## src/rtl/ofdm_pkg.sv

```systemverilog
// Shared definitions for the OFDM transmit scheduler: state and sample-source
// encodings plus default frame geometry.
package ofdm_pkg;

  localparam int DEF_N_SHORT = 160;
  localparam int DEF_N_LONG  = 160;
  localparam int DEF_N_FFT   = 64;
  localparam int DEF_N_CP    = 16;

  typedef enum logic [2:0] {
    ST_IDLE,
    ST_SHORT,
    ST_LONG,
    ST_WAIT_SYM,
    ST_DATA
  } state_t;

  typedef enum logic [1:0] {
    SRC_ZERO  = 2'd0,
    SRC_SHORT = 2'd1,
    SRC_LONG  = 2'd2,
    SRC_BANK  = 2'd3
  } src_t;

endpackage

```

## src/rtl/ofdm_tx_scheduler_if.sv

```systemverilog
// Control/status bundle between the frame scheduler (master) and the
// preamble ROMs, symbol banks and output mux it steers (slave).
interface ofdm_tx_scheduler_if;

  logic       en;
  logic       start;
  logic [7:0] num_symbols;
  logic [1:0] bank_full;
  logic       busy;
  logic       done;
  logic       sample_valid;
  logic [1:0] src_sel;
  logic [7:0] pre_addr;
  logic [5:0] sym_addr;
  logic       rd_bank;
  logic       bank_release;
  logic       underrun;

  modport master (
    input  en, start, num_symbols, bank_full,
    output busy, done, sample_valid, src_sel, pre_addr, sym_addr,
           rd_bank, bank_release, underrun
  );

  modport slave (
    output en, start, num_symbols, bank_full,
    input  busy, done, sample_valid, src_sel, pre_addr, sym_addr,
           rd_bank, bank_release, underrun
  );

endinterface

```

## src/rtl/ofdm_tx_scheduler.sv

```systemverilog
// Frame sequencer: short preamble, long preamble, then num_symbols CP+IFFT
// symbols read alternately from a ping-pong bank pair. All outputs registered.
module ofdm_tx_scheduler
  import ofdm_pkg::*;
#(
  parameter int N_SHORT = DEF_N_SHORT,
  parameter int N_LONG  = DEF_N_LONG,
  parameter int N_FFT   = DEF_N_FFT,
  parameter int N_CP    = DEF_N_CP
) (
  input  logic                clk,
  input  logic                reset,
  ofdm_tx_scheduler_if.master bus
);

  localparam int         N_SYM    = N_FFT + N_CP;
  localparam logic [5:0] CP_START = 6'(N_FFT - N_CP);

  state_t     state;
  state_t     state_n;
  logic [7:0] cnt;
  logic [7:0] remaining;
  logic       last;
  logic       step;

  // NOTE: every always_comb output gets a default before any branch so no
  // path leaves it unassigned, which would otherwise infer a latch.
  always_comb begin
    case (state)
      ST_SHORT: last = (cnt == 8'(N_SHORT - 1));
      ST_LONG:  last = (cnt == 8'(N_LONG - 1));
      ST_DATA:  last = (cnt == 8'(N_SYM - 1));
      default:  last = 1'b0;
    endcase

    state_n = state;
    step    = 1'b0;
    case (state)
      ST_IDLE:     if (bus.start) state_n = ST_SHORT;
      ST_SHORT:    if (last) state_n = ST_LONG; else step = 1'b1;
      ST_LONG: begin
        if (!last)                            step    = 1'b1;
        else if (remaining == 8'd0)           state_n = ST_IDLE;
        else if (bus.bank_full[bus.rd_bank])  state_n = ST_DATA;
        else                                  state_n = ST_WAIT_SYM;
      end
      ST_DATA: begin
        // rd_bank toggles on this edge, so the next symbol comes from the other bank
        if (!last)                            step    = 1'b1;
        else if (remaining == 8'd1)           state_n = ST_IDLE;
        else if (bus.bank_full[~bus.rd_bank]) state_n = ST_DATA;
        else                                  state_n = ST_WAIT_SYM;
      end
      ST_WAIT_SYM: if (bus.bank_full[bus.rd_bank]) state_n = ST_DATA;
      default:     state_n = ST_IDLE;
    endcase
  end

  // NOTE: sequential state uses non-blocking assignments so every register
  // samples pre-edge values regardless of statement order.
  always_ff @(posedge clk) begin
    if (reset) begin
      state            <= ST_IDLE;
      cnt              <= '0;
      remaining        <= '0;
      bus.busy         <= 1'b0;
      bus.done         <= 1'b0;
      bus.sample_valid <= 1'b0;
      bus.src_sel      <= SRC_ZERO;
      bus.pre_addr     <= '0;
      bus.sym_addr     <= '0;
      bus.rd_bank      <= 1'b0;
      bus.bank_release <= 1'b0;
      bus.underrun     <= 1'b0;
    end else if (!bus.en) begin
      bus.sample_valid <= 1'b0;
      bus.done         <= 1'b0;
      bus.bank_release <= 1'b0;
    end else begin
      state            <= state_n;
      bus.done         <= 1'b0;
      bus.bank_release <= 1'b0;
      if (step) begin
        cnt              <= cnt + 8'd1;
        bus.sample_valid <= 1'b1;
        if (state == ST_DATA) begin
          bus.sym_addr     <= (bus.sym_addr == 6'(N_FFT - 1)) ? 6'd0 : bus.sym_addr + 6'd1;
          bus.bank_release <= (cnt == 8'(N_SYM - 2));
        end else begin
          bus.pre_addr <= cnt + 8'd1;
        end
      end else begin
        cnt          <= '0;
        bus.pre_addr <= '0;
        bus.sym_addr <= '0;
        case (state_n)
          ST_SHORT: begin
            bus.src_sel      <= SRC_SHORT;
            bus.sample_valid <= 1'b1;
          end
          ST_LONG: begin
            bus.src_sel      <= SRC_LONG;
            bus.sample_valid <= 1'b1;
          end
          ST_DATA: begin
            bus.src_sel      <= SRC_BANK;
            bus.sample_valid <= 1'b1;
            bus.sym_addr     <= CP_START;
          end
          ST_WAIT_SYM: begin
            bus.src_sel      <= SRC_ZERO;
            bus.sample_valid <= 1'b0;
            bus.underrun     <= 1'b1;
          end
          default: begin
            bus.src_sel      <= SRC_ZERO;
            bus.sample_valid <= 1'b0;
            bus.busy         <= 1'b0;
            bus.done         <= (state != ST_IDLE);
          end
        endcase
      end
      if (state == ST_IDLE && bus.start) begin
        remaining    <= bus.num_symbols;
        bus.underrun <= 1'b0;
        bus.busy     <= 1'b1;
      end
      if (state == ST_DATA && last) begin
        bus.rd_bank <= ~bus.rd_bank;
        remaining   <= remaining - 8'd1;
      end
    end
  end

endmodule

```

## src/flat_wrapper.sv

```systemverilog
// flat-port wrapper written by rule: the top's interface ports become plain ports
module ofdm_tx_scheduler_flat import ofdm_pkg::*;
#(
  parameter int N_SHORT = DEF_N_SHORT,
  parameter int N_LONG  = DEF_N_LONG,
  parameter int N_FFT   = DEF_N_FFT,
  parameter int N_CP    = DEF_N_CP
)
  (clk, reset, bus_en, bus_start, bus_num_symbols, bus_bank_full, bus_busy, bus_done, bus_sample_valid, bus_src_sel, bus_pre_addr, bus_sym_addr, bus_rd_bank, bus_bank_release, bus_underrun);
  ofdm_tx_scheduler_if bus_i ();
  input  logic clk;
  input  logic reset;
  input wire logic [$bits(bus_i.en)-1:0] bus_en;
  input wire logic [$bits(bus_i.start)-1:0] bus_start;
  input wire logic [$bits(bus_i.num_symbols)-1:0] bus_num_symbols;
  input wire logic [$bits(bus_i.bank_full)-1:0] bus_bank_full;
  output wire logic [$bits(bus_i.busy)-1:0] bus_busy;
  output wire logic [$bits(bus_i.done)-1:0] bus_done;
  output wire logic [$bits(bus_i.sample_valid)-1:0] bus_sample_valid;
  output wire logic [$bits(bus_i.src_sel)-1:0] bus_src_sel;
  output wire logic [$bits(bus_i.pre_addr)-1:0] bus_pre_addr;
  output wire logic [$bits(bus_i.sym_addr)-1:0] bus_sym_addr;
  output wire logic [$bits(bus_i.rd_bank)-1:0] bus_rd_bank;
  output wire logic [$bits(bus_i.bank_release)-1:0] bus_bank_release;
  output wire logic [$bits(bus_i.underrun)-1:0] bus_underrun;
  assign bus_i.en = bus_en;
  assign bus_i.start = bus_start;
  assign bus_i.num_symbols = bus_num_symbols;
  assign bus_i.bank_full = bus_bank_full;
  assign bus_busy = bus_i.busy;
  assign bus_done = bus_i.done;
  assign bus_sample_valid = bus_i.sample_valid;
  assign bus_src_sel = bus_i.src_sel;
  assign bus_pre_addr = bus_i.pre_addr;
  assign bus_sym_addr = bus_i.sym_addr;
  assign bus_rd_bank = bus_i.rd_bank;
  assign bus_bank_release = bus_i.bank_release;
  assign bus_underrun = bus_i.underrun;
  ofdm_tx_scheduler #(.N_SHORT(N_SHORT), .N_LONG(N_LONG), .N_FFT(N_FFT), .N_CP(N_CP)) u_core (.clk(clk), .reset(reset), .bus(bus_i));
endmodule
```

## config.mk

```make
export PLATFORM = sky130hd
export DESIGN_NAME = ofdm_tx_scheduler_flat
export DESIGN_NICKNAME = d
export VERILOG_FILES = /design/src/rtl/ofdm_pkg.sv /design/src/rtl/ofdm_tx_scheduler_if.sv /design/src/rtl/ofdm_tx_scheduler.sv /design/src/flat_wrapper.sv
export SDC_FILE = /design/constraint.sdc
export NUM_CORES = 1
export LEC_CHECK = 0
export ABC_AREA = 1
export CORE_MARGIN = 10
export CORE_UTILIZATION = 50
export CTS_BUF_LIST = sky130_fd_sc_hd__clkbuf_8
export CTS_CLUSTER_DIAMETER = 30
export DETAILED_ROUTE_END_ITERATION = 10
export PLACE_DENSITY = 0.75
export SLEW_MARGIN = 20
export SYNTH_ARGS = -nofsm -noshare
export SYNTH_HDL_FRONTEND = slang
export SYNTH_SLANG_ARGS = --single-unit
export TNS_END_PERCENT = 20
```

## constraint.sdc

```tcl
create_clock -name clk -period 4.74 [get_ports clk]
set_input_delay 0.948 -clock clk [delete_from_list [all_inputs] [get_ports clk]]
set_output_delay 0.948 -clock clk [all_outputs]
set_load 0.02 [all_outputs]
```

==> impl_metrics.toml <==
[status]
status = "completed"

[critical_path]
critPathMaxFanout = 24
r2r_end = "u_core.remaining[3]"
worst_ep_required_time_ns = 4.91
critPathArrivalTime_ns = 3.02
rrSetupSlack_ns = 2.59
r2r_start = "u_core.cnt[0]"
reg2reg_depth = 12
critPathCaptureType = "flop"
start_kind = "primary input"
crit_type = "primary input to flop"

[worst_hold_path]
worstHoldStart = "u_core.bus.busy"
hp-class = "flop to flop"
whs_path_depth = 2
hold_end = "u_core.bus.busy"

[yosys]
post-synth-top-count-cell = "nand2_1"
ys_seq_elements = 41
ys_seq_area_share_pct = 36.3
synth_top_area_share_pct = 36.3
synth_nets = 333
syn_area_um2 = 2260
synthFlopType = "dfxtp_1"
synthCells = 313
synth.area.top_cells = "dfxtp_1 (36%), a21oi_1 (9.1%), o21ai_0 (9.1%)"
avgSynthCellArea_um2 = 7.22
async_reset_ff_share_pct = 0
yosys-top-cells-count = "nand2_1 (49), a21oi_1 (41), dfxtp_1 (41), o21ai_0 (41), inv_1 (31)"
yosysTopAreaCell = "dfxtp_1"
synth-edff-count = 0
synth.distinct_cells = 36
yosys_warnings = 0

[drt]
first_pass_iters = 4
avgRoutedWirePerCell_um = 13.4
wirelength_mm = 5.33
drtIter0Drc = 122
vias = 2143
ant_nets = 0
drc = 0
vias_per_cell = 5.38

[pwr]
comb_power_share_pct = 23.4
p_leak_nw = 1.13
irDropWorstVdd_mv = 0.183
p_sw_share_pct = 33.3
powerDensity_nw_per_um2 = 303
clkPwrFrac_pct = 29.3
seqPwrFrac_pct = 47.4
p_sw_w = 0.000273
p_int_w = 0.000548

[clocking]
cts.repair.resized = 0
cts_hold_buf = 0
cts_tree = "yes"
cts_htree_levels = 2
root_buffer = "clkbuf_8"
clkTransAtPathRegs_ns = 0.08
numClockSinks = 41
cts_buffers = 5
cts_max_path_buffers = 2
clock_latency_ns = 0.30
cts_setup_buffers = 0

[floorplanning]
initial_utilization_pct = 51.9
core_um2 = 4350
row_count = 24
die-area_um2 = 7610
num_io_pins = 36
die_w_um = 87.2
die_h_um = 87.2

[global_route]
grt_pass1_wl_mm = 9.14
grt_use_total_pct = 14.4
gr-total-overflow = 0
grt_pass1_vias = 2038
grt_max_degree = 31
antenna_found_initial = 0

[final_layout]
drive_above_1_share_pct = 10.1
regArea_um2 = 821
final_util_pct = 62.2
nFillCells = 408
diodes = 0
num-nets-final = 365
multi_input_area_um2 = 1240
syn_to_final_growth_pct = 19.8

[timing]
maxSlewViolCount = 0
tns_ns = 0
max_freq_ghz = 0.351
period_needed_ns = 2.85
period_share_pct = 60.1
worstMarginPinSlew_ns = 0.844
setup_violations = 0
finalHoldViolations = 0
slew_headroom_pct = 43.7
finClkSkew_ns = 0.00538
rsz0062_at_grt = "no"

[placement]
dpl.hpwl_mm = 3.92
gp_congestion = 0.870
port_buffers = 35

[flow_run]
drv_cap = 0
==> through the flow <==
stage | std cells | instance area, um^2 | setup slack (ns) | total power (W) | hold WS [ns]
after global routing | 398 | 2710 | 1.65 | 0.000865 | 0.508
final | 398 | 2710 | 1.89 | 0.000821 | 0.472
after global placement | 390 | 2620 | 1.70 | 0.000585 | 0.458
after detailed placement | 390 | 2620 | 1.56 | 0.000589 | 0.460
after floorplan | 313 | 2260 | 2.73 | 0.000527 | 0.444
after CTS | 398 | 2710 | 1.87 | 0.000825 | 0.473
==> per-layer routing <==
layer / up-vias / GRT usage [%] / part of all wire, %
met2: 50 / 23.0 / 46
met5: - / 0 / 0
met3: 7 / 4.21 / 6.7
met4: 0 / 5.65 / 1.6
li1: 1113 / - / -
met1: 973 / 17.8 / 46
==> cell type report <==
| cell class | instances | area share, % |
|---|---|---|
| clock inverter | 3 | 0.785 |
| timing repair buffer | 35 | 12.9 |
| tap | 52 | 2.40 |
| inverter | 36 | 5.08 |
| multi-input combinational | 226 | 46.0 |
| sequential | 41 | 30.3 |
| clock buffer | 5 | 2.54 |
==> sequential cells by signal, indices dropped and copies added (netlist names) <==
name	count
u_core.bus.bank_release	1
u_core.bus.busy	1
u_core.bus.done	1
u_core.bus.pre_addr	8
u_core.bus.rd_bank	1
u_core.bus.sample_valid	1
u_core.bus.src_sel	2
u_core.bus.sym_addr	6
u_core.bus.underrun	1
u_core.cnt	8
u_core.remaining	8
u_core.state	3
==> worst max path at each step <==
stage,from,to,slack (ns),depth (start not counted)
6_report,bus_en,u_core.remaining[3],1.89,8
5_1_grt,bus_en,u_core.bus.pre_addr[3],1.65,5
4_1_cts,bus_en,u_core.bus.pre_addr[5],1.87,5
3_5_place_dp,bus_en,u_core.bus.pre_addr[5],1.56,5
3_3_place_gp,bus_en,u_core.bus.pre_addr[0],1.70,5
2_1_floorplan,bus_bank_full[0],u_core.bus.busy,2.73,9
==> power groups by stage <==
stage                     Combinational, W  Sequential, W  Clock, W
final                             0.000192       0.000389  0.000240
after CTS                         0.000193       0.000389  0.000243
after floorplan                   0.000117       0.000409         0
after global placement            0.000189       0.000396         0
after detailed placement          0.000192       0.000396         0
after global routing              0.000216       0.000392  0.000257
==> worst max-delay path, cell delays in order <==
cell,delay [ns]
clkdlybuf4s50_1,1.01
inv_1,0.25
nor2_1,0.17
inv_1,0.12
nand2_4,0.16
inv_1,0.09
o21ai_0,0.17
a21oi_1,0.09
==> cell families after synthesis <==
logic type / after synthesis / synth area share, %
AOI/OAI and AO/OA: 102 / 25.0
DFF: 41 / 36.3
buffers and inverters: 46 / 8.63
and+or+nand+nor: 113 / 24.8
adders and majority gates: 6 / 3.32
xor gates and xnor gates: 5 / 1.94
==> cell usage in the layout (no fill, tap or decap), types with 4 or more instances in the layout <==
cell,n
nand3_1,12
inv_2,4
o21ai_1,4
nand2_4,4
a31oi_1,4
dfxtp_1,41
xor2_1,4
clkbuf_8,5
nor2_1,28
a21oi_1,41
clkdlybuf4s50_1,35
ha_1,6
nand2_1,49
o21ai_2,4
inv_1,31
o21ai_0,41
No activity file was read; power rests on OpenSTA's default activity.
==> RTL change 1, RTL diff (same settings) <==
Compare `cnt` against `8'(N_SYM - 2)` with >= in place of ==.
--- a/src/rtl/ofdm_tx_scheduler.sv
+++ b/src/rtl/ofdm_tx_scheduler.sv
@@ -85,7 +85,7 @@
         bus.sample_valid <= 1'b1;
         if (state == ST_DATA) begin
           bus.sym_addr     <= (bus.sym_addr == 6'(N_FFT - 1)) ? 6'd0 : bus.sym_addr + 6'd1;
-          bus.bank_release <= (cnt == 8'(N_SYM - 2));
+          bus.bank_release <= (cnt >= 8'(N_SYM - 2));
         end else begin
           bus.pre_addr <= cnt + 8'd1;
         end
Function: same outputs for any inputs over 10 cycles, from zero or initial values and one cycle with reset high; that may be too few to reach the edited logic, so the function may still have changed.
==> RTL change 1 against the unedited design <==
Power up 2.2%; count of clock-buffer cells in the layout up 2; critical path depth down 3; setup slack worse by 0.053 ns; first-iteration DRC count up 3.3%; cell area up 2.1%; wire length down 2.1%; area after synthesis up 1.2%; sequential cell count unchanged; critical path type unchanged.
==> RTL change 1: results (changes against the unedited design) <==
Status - completed
Clock Skews - 0.004055 ns (-0.001322 ns)
Vias - 2094 (-2.3%)
Fillers - 410 (+0.49%)
Maximum vdd drop - 167.7 uV (-8.4%)
Cell count after placement - 384 (-1.5%)
Gr usage total - 14.41% (-0.026 points)
Combinational power - 0.200 mW (+4%)
Avg Cell Area, Syn - 7.499 um^2 (+3.8%)
WL met1 - 2535 um (+3.3%)
Sw power - 0.2582 mW (-5.5%)
Wire per inst - 13.31 um (-0.64%)
Final #Nets - 359 (-1.6%)
CP peak stage delay - 0.86 ns (-0.15 ns)
Worst-path fanout max - 20 (-17%)
Met2 Resource Use GR - 22.35% (-0.66 points)
RePlAce Congestion - 0.9157 (+5.2%)
Compound-gate portion of the synthesized area - 24.67% (-0.29 points)
Met3 wire length - 272 um (-24%)
Worst endpoint data arrival time - 3.13 ns (+0.11 ns)
Adder-cell share of the synthesized area - 3.282% (-0.038 points)
Cells on worst reg2reg path - 10 (-2)
Register area share after synthesis - 35.89% (-0.42 points)
Initial DRC count - 126 (+3.3%)
Met2 Wirelength - 2322 um (-4.6%)
-- RTL change 1: cell count changes after synthesis, moves of 4 or more --
cell,before,now
nor2_1,28,22
nand2_1,49,39
a21oi_1,41,33
xnor2_1,1,5
inv_2,4,8
nand3_2,2,6
nor2_2,0,5
o21ai_0,41,34
-- RTL change 1: cell type report --
class	instances	area [um^2]	share of cell area, %
clock buffers	7	96.34	3.483
well taps	52	65.06	2.352
clock inverters	1	5.005	0.1809
multi-input cells	218	1284	46.40
flip-flops and latches	41	820.8	29.67
inverters	38	145.1	5.246
repair buffers	35	350.3	12.66
-- RTL change 1: worst paths after layout --
check / start / endpoint / slack (ns)
worst min register to register: u_core.bus.underrun / u_core.bus.underrun / 0.47
worst max-delay path: bus_en / u_core.bus.pre_addr[7] / 1.84
worst min-delay path: u_core.bus.underrun / u_core.bus.underrun / 0.47
worst max register to register: u_core.cnt[1] / u_core.bus.busy / 2.46
==> RTL change 2, RTL diff (same flow settings) <==
Without the edit above. Re-encode `state_t` (5 states) as one-hot, 5 bits wide.
--- a/src/rtl/ofdm_pkg.sv
+++ b/src/rtl/ofdm_pkg.sv
@@ -7,12 +7,12 @@
   localparam int DEF_N_FFT   = 64;
   localparam int DEF_N_CP    = 16;
 
-  typedef enum logic [2:0] {
-    ST_IDLE,
-    ST_SHORT,
-    ST_LONG,
-    ST_WAIT_SYM,
-    ST_DATA
+  typedef enum logic [4:0] {
+    ST_IDLE     = 5'b00001,
+    ST_SHORT    = 5'b00010,
+    ST_LONG     = 5'b00100,
+    ST_WAIT_SYM = 5'b01000,
+    ST_DATA     = 5'b10000
   } state_t;
 
   typedef enum logic [1:0] {
Formal check against the unedited RTL: no difference found for any inputs over 10 cycles, from zero or initial values and one cycle with reset high; not proved beyond that.
==> RTL change 2 against the unedited design <==
Cell area increased by 9.5%; power decreased by 7.6%; sequential cell count increased by 2; wire length increased by 10%; synthesized cell count increased by 11%; clock power decreased by 6%; setup slack got worse by 0.20 ns; combinational power decreased by 26%; critical path type unchanged; sequential power about the same; non-clock buffer count unchanged; core utilization decreased by 0.23 points; largest power group unchanged; area after synthesis increased by 11%.
==> RTL change 2: results (changes against the unedited design) <==
Status - completed
Share of cells above drive strength 1 - 12.89% (+2.8 points)
#MultiIn Comb - 243 (+7.5%)
Number of global-route vias before repair - 2226 (+9.2%)
Synth top area share - 34.37% (-1.9 points)
Post-synth cell types - 40 (+11%)
Cell count after placement - 439 (+13%)
LEAKAGE - 1.266 nW (+12%)
Clock-cell share - 2.868% (-0.46 points)
CP peak stage delay - 0.77 ns (-0.24 ns)
Inverters - 51 (+42%)
Pre-CTS setup slack - 1.432 ns (-0.1302 ns)
Worst endpoint data arrival time - 3.24 ns (+0.22 ns)
RePlAce Congestion - 0.8760 (+0.64%)
Register area share after synthesis - 34.37% (-1.9 points)
Area of the multi-input gates - 1394 um^2 (+12%)
Placed Area - 2882 um^2 (+10%)
GRT met3 Usage - 3.408% (-0.81 points)
Largest net degree at the start of global routing - 28 (-9.7%)
Mux share of post-synthesis cell area - 0.3996% (+0.40 points)
FFs & Latches - 43 (+4.9%)
Top post-synthesis cells by count - nand2_1 (51), inv_1 (46), dfxtp_1 (43), nor2_1 (36), a21oi_1 (28)
NonClk Buf Share - 11.81% (-1.1 points)
Cells taking the most area after synthesis - dfxtp_1 (34%), nand2_1 (7.6%), inv_1 (6.9%)
Initial DRC count - 186 (+52%)
Met2 Resource Use GR - 23.80% (+0.78 points)
Register area - 860.8 um^2 (+4.9%)
Adder-cell share of the synthesized area - 2.997% (-0.32 points)
Dpl hpwl - 4481 um (+14%)
Detailed Route WL - 5870 um (+10%)
==> RTL change 2: path summary, 6_finish.rpt <==
kind,startpoint,to,slack (ns),depth (start not counted)
worst max-delay path,bus_en,u_core.bus.sym_addr[2],1.70,6
worst min-delay path,u_core.bus.busy,u_core.bus.busy,0.47,2
worst max register to register,u_core.cnt[1],u_core.remaining[2],2.60,10
worst min register to register,u_core.bus.busy,u_core.bus.busy,0.47,2
==> RTL change 2: power by group <==
group,internal [mW],switching (mW)
registers,0.377,0.0133
clock network,0.101,0.124
logic,0.0569,0.0864
total,0.535,0.224
==> RTL change 2: per-stage QoR <==
stage | hold WS [ns] | utilization, %
after floorplan | 0.4735 | -
after global placement | 0.4475 | 60.21
after detailed placement | 0.4543 | 60.21
after CTS | 0.4665 | 61.99
after global routing | 0.5071 | 61.99
final | 0.4658 | 61.99
==> RTL change 2: per-layer routing <==
metal | wire [um] | vias to the layer above
met1 | 2841 | 1074
met4 | 85 | 0
met3 | 237 | 7
met5 | 0 | -
met2 | 2705 | 38
li1 | - | 1195
